### config.mk
export PLATFORM = sky130hd
export DESIGN_NAME = ram_port_arbiter
export DESIGN_NICKNAME = d
export VERILOG_FILES = /design/src/rtl/ram_port_arbiter.sv
export SDC_FILE = /design/constraint.sdc
export NUM_CORES = 1
export LEC_CHECK = 0
export ABC_AREA = 1
export BUFFER_PORTS_ARGS = -buffer_cell sky130_fd_sc_hd__buf_2
export CORE_ASPECT_RATIO = 1.75
export CORE_MARGIN = 10
export CORE_UTILIZATION = 25
export DETAILED_ROUTE_END_ITERATION = 16
export PLACE_DENSITY = 0.62
export SYNTH_ARGS = -nofsm -noshare
export SYNTH_HDL_FRONTEND = slang
export SYNTH_SLANG_ARGS = --single-unit
export TNS_END_PERCENT = 100
### constraint.sdc
create_clock -name clk -period 3.6 [get_ports clk]
set_input_delay 0.9 -clock clk [delete_from_list [all_inputs] [get_ports clk]]
set_output_delay 0.9 -clock clk [all_outputs]
set_load 0.1 [all_outputs]
### src/rtl/ram_port_arbiter.sv
// ram_port_arbiter
//   Two-master arbiter in front of one port of a dual-port RAM with a 1-cycle
//   registered read. Master 0 is the CPU load/store path. Master 1 is a
//   secondary agent such as DMA, a loader or a video fetch unit.
//   The RAM picks its output bank from the *live* address MSB. While a read
//   response is on ram_q, the address bus must therefore stay in the bank of
//   that read.
//
//   Ports:
//     clk, reset           clock, synchronous active-high reset
//     mN_req/we/addr/wdata master N request (held until mN_gnt)
//     mN_gnt               combinational accept strobe
//     mN_rvalid/rdata      read response, exactly one cycle after accept
//     ram_addr/data/we     drive to the RAM port
//     ram_q                registered read data from the RAM
//
//   Build option:
//     ARB_ROUND_ROBIN_EN   defined  : round-robin on contention (last_grant)
//                          undefined: fixed priority, master 0 wins
module ram_port_arbiter #(
  parameter int DATA_WIDTH = 16,
  parameter int ADDR_WIDTH = 10
) (
  input  logic                  clk,
  input  logic                  reset,
  input  logic                  m0_req,
  input  logic                  m0_we,
  input  logic [ADDR_WIDTH-1:0] m0_addr,
  input  logic [DATA_WIDTH-1:0] m0_wdata,
  output logic                  m0_gnt,
  output logic                  m0_rvalid,
  output logic [DATA_WIDTH-1:0] m0_rdata,
  input  logic                  m1_req,
  input  logic                  m1_we,
  input  logic [ADDR_WIDTH-1:0] m1_addr,
  input  logic [DATA_WIDTH-1:0] m1_wdata,
  output logic                  m1_gnt,
  output logic                  m1_rvalid,
  output logic [DATA_WIDTH-1:0] m1_rdata,
  output logic [ADDR_WIDTH-1:0] ram_addr,
  output logic [DATA_WIDTH-1:0] ram_data,
  output logic                  ram_we,
  input  logic [DATA_WIDTH-1:0] ram_q
);

  localparam int MSB = ADDR_WIDTH - 1;

  logic [ADDR_WIDTH-1:0] held_addr;   // address of last accepted access
  logic                  rd_pend;     // a read response is on ram_q this cycle
  logic                  haz0, haz1;
  logic                  elig0, elig1;

`ifdef ARB_ROUND_ROBIN_EN
  logic                  last_grant;  // 0 = M0, 1 = M1
`endif

  // The rvalid registers double as the pending-read flag.
  assign rd_pend = m0_rvalid | m1_rvalid;

  // A request that would move the live bank away from the in-flight read
  // would corrupt its data, so it is held off for a cycle.
  assign haz0  = rd_pend & (m0_addr[MSB] != held_addr[MSB]);
  assign haz1  = rd_pend & (m1_addr[MSB] != held_addr[MSB]);
  assign elig0 = m0_req & ~haz0 & ~reset;
  assign elig1 = m1_req & ~haz1 & ~reset;

`ifdef ARB_ROUND_ROBIN_EN
  // On contention, the master that did not win last time wins now. A
  // hazard-stalled master is not eligible, so it does not update last_grant
  // and keeps its turn.
  assign m0_gnt = elig0 & (~elig1 | last_grant);
  assign m1_gnt = elig1 & (~elig0 | ~last_grant);
`else
  assign m0_gnt = elig0;
  assign m1_gnt = elig1 & ~elig0;
`endif

  // RAM drive. When idle, hold the last address so the bank select stays on
  // the bank of any outstanding read.
  always_comb begin
    ram_addr = held_addr;
    ram_data = '0;
    ram_we   = 1'b0;
    if (m0_gnt) begin
      ram_addr = m0_addr;
      ram_data = m0_wdata;
      ram_we   = m0_we;
    end else if (m1_gnt) begin
      ram_addr = m1_addr;
      ram_data = m1_wdata;
      ram_we   = m1_we;
    end
  end

  assign m0_rdata = m0_rvalid ? ram_q : '0;
  assign m1_rdata = m1_rvalid ? ram_q : '0;

  always_ff @(posedge clk) begin
    if (reset) begin
      held_addr  <= '0;
      m0_rvalid  <= 1'b0;
      m1_rvalid  <= 1'b0;
`ifdef ARB_ROUND_ROBIN_EN
      last_grant <= 1'b1;
`endif
    end else begin
      m0_rvalid <= m0_gnt & ~m0_we;
      m1_rvalid <= m1_gnt & ~m1_we;
      if (m0_gnt | m1_gnt)
        held_addr <= ram_addr;
`ifdef ARB_ROUND_ROBIN_EN
      if (m0_gnt)
        last_grant <= 1'b0;
      else if (m1_gnt)
        last_grant <= 1'b1;
`endif
    end
  end

endmodule

==> impl_metrics.csv <==
group,metric,value,unit
run_status,status,"complete, no violations",
yosys,netlist_instances,222,
floorplanning,fp.dieH,111,um
timing,fin_crit_sh,0.902,
pwr,ir_drop,312,uV
global_route,grt_pass1_wl,7980,um
setup_path,rrSetupSlack,2.06,ns
setup_path,cpPeakStageDelay,0.42,ns
cts,path_clk_slew,0.05,ns
detailed_routing,drt_iter0_drc,61,
yosys,yosys-top-cells-area,"nand2_1, dfxtp_1, inv_1",
cts,cts.sinks,12,
timing,setup_viol,0,
place,dp_hpwl,4450,um
yosys,synth_flop_cell,"dfxtp_1",
setup_path,cp-endpoint,"ram_addr[5]",
place,place.gp.congestion,0.746,
cts,cts-root-buf,"clkbuf_8",
detailed_routing,vias_per_cell,4.17,
global_route,antenna_found_initial,0,
timing,worst_clock_skew,0.00388,ns
place,dp_slack,0.338,ns
setup_path,worstSetupPathType,"input pin to output pin",
finish,syn_to_final_growth,84.4,%
cts,ctsHoldBuffers,0,
yosys,ys_async_sr_fraction,0,
timing,rsz0062_at_grt,"false",
setup_path,crit_arrival,2.35,ns
hold_path,worstHoldStart,"held_addr[2]",
yosys,syn_nets,296,
yosys,synth-edff-count,0,
setup_path,crit_path_max_fanout,27,
floorplanning,coreArea,0.00462,mm2
detailed_routing,drtAntennaViolNets,0,
timing,setup_tns,0,ns
setup_path,endpoint_kind,"output pin",
setup_path,path_cells,"buf_2 -> nor2_1 -> nand2_4 -> inv_4 -> nand2_1 -> nand3_2 -> buf_2",
setup_path,r2r-end,"held_addr[2]",
global_route,grt_overflow_total,0,
yosys,synth.most_common_cell,"nand2_1",
yosys,synth_cell_types,16,
pwr,leakagePower,1.60,nW
cts,cts_setup_buffers,0,
floorplanning,placementRows,33,
global_route,grt_use_total,0.117,
timing,drv_slew,0,
global_route,grt_pass1_vias,1684,
setup_path,startpoint_type,"input pin",
cts,tritoncts,"done",
timing,fin_crit,3.25,ns
yosys,syn_area,0.00118,mm2
yosys,netlist.area_leader.share,0.330,
run,drv_cap,0,
cts,ctsHtreeMaxLevel,1,
timing,finalHoldViolations,0,
pwr,power_density,361,mW/mm2
finish,drive_gt1_frac,0.463,
cts,clock_path_buffers,2,
yosys,yosysSeqAreaShare,0.203,
setup_path,r2r_start,"m1_rvalid",
detailed_routing,vias,1695,
detailed_routing,wirelength,5140,um
global_route,grt_max_degree,28,
hold_path,hold_class,"flip-flop to flip-flop",
setup_path,critPathSlowestCell,"buf_2",
detailed_routing,drc,0,
timing,layout_setup_ws,0.353,ns
yosys,yosysWarnings,0,
setup_path,required,2.70,ns
floorplanning,dieWidth,72.0,um
detailed_routing,wl_per_cell,12.7,um
cts,insertion_delay,0.24,ns
yosys,synth_top_area_cell,"nand2_1",
setup_path,reg2regPathDepth,10,
yosys,synth_common_cells,"nand2_1, inv_1, nand3_1, dfxtp_1, nand3_2",
finish,nFillCells,492,
timing,max_freq,308,MHz
timing,max_slew.worst_pin.slew,0.501,ns
setup_path,critPathMostFrequentCell,"buf_2",
yosys,avgSynthCellArea,5.33,um2
floorplanning,start_util,0.256,
floorplanning,die_area,0.00799,mm2
yosys,ys_seq_elements,12,
detailed_routing,dr.pass1.iters,4,
finish,finalNetCount,429,
setup_path,crit_path_start,"reset",
cts,cts.repair.resized,0,
floorplanning,io_pins,137,
place,portBuffers,136,
pwr,p_total,787,uW
cts,numCtsBuffers,3,
timing,maxSlewHeadroom,0.668,
finish,antenna_cells,0,
[stage by stage]
stage / instances / hold slack [ns] / area [um2] / util
4_1_cts: 406 / 0.588 / 2180 / 0.472
3_5_place_dp: 402 / 0.573 / 2130 / 0.460
2_1_floorplan: 222 / 0.708 / 1190 / -
3_3_place_gp: 402 / 0.570 / 2130 / 0.460
6_report: 406 / 0.585 / 2180 / 0.472
5_1_grt: 406 / 0.630 / 2180 / 0.472
[state kept, by name, indices dropped and copies added (netlist names)]
| name | flops |
|---|---|
| m0_rvalid | 1 |
| held_addr | 10 |
| m1_rvalid | 1 |
[kinds of logic (layout without fill, tap and decap cells)]
family | count (synthesis) | after routing | share of synthesized area
AO/OA/AOI/OAI | 1 | 1 | 0.00423
AND/OR/NAND/NOR | 145 | 145 | 0.551
flip-flops | 12 | 12 | 0.203
buffers and inverters | 64 | 196 | 0.241
[layout make-up]
cell class	instances	area, um2	share of cell area
inverters	53	201	0.0924
multi-input cells	146	661	0.303
clock buffers	4	55.1	0.0252
repair buffers	139	958	0.439
well taps	52	65.1	0.0298
flip-flops and latches	12	240	0.110
[critical path, delay by kind of cell]
family,cells,cell delay [ns]
buf+inv,3,0.82
simple gates,4,0.61
[how the worst min path moves through the flow]
stage / to / slack (ns) / depth (start not counted)
floorplan: m1_rvalid / 0.71 / 6
global placement: held_addr[5] / 0.57 / 4
detailed placement: held_addr[3] / 0.57 / 4
CTS: held_addr[4] / 0.59 / 4
global route: held_addr[6] / 0.63 / 4
finish: held_addr[2] / 0.58 / 4
[power breakdown]
| group | internal [mW] | switching [mW] | leakage (nW) |
|---|---|---|---|
| clock network | 0.0964 | 0.0473 | 0.0288 |
| logic | 0.122 | 0.376 | 1.48 |
| registers | 0.142 | 0.00296 | 0.0985 |
[cells in the final DEF, fill, tap and decap left out, types with 3 or more instances in the layout]
cell and n:
nor2_1 4, dfxtp_1 12, nand3_2 10, buf_12 17, nand3_1 22, clkbuf_8 4, inv_2 4, inv_1 47
nand2_2 4, buf_4 3, nand2_1 104, buf_2 119
[routing by layer]
metal	global-route usage	vias up	wire length, um
li1	-	901	-
met1	0.123	698	2040
met2	0.203	94	2440
met3	0.0547	2	638
met4	0.0233	0	14
met5	0	-	0
Note: power is estimated with default switching activity, not from simulation.
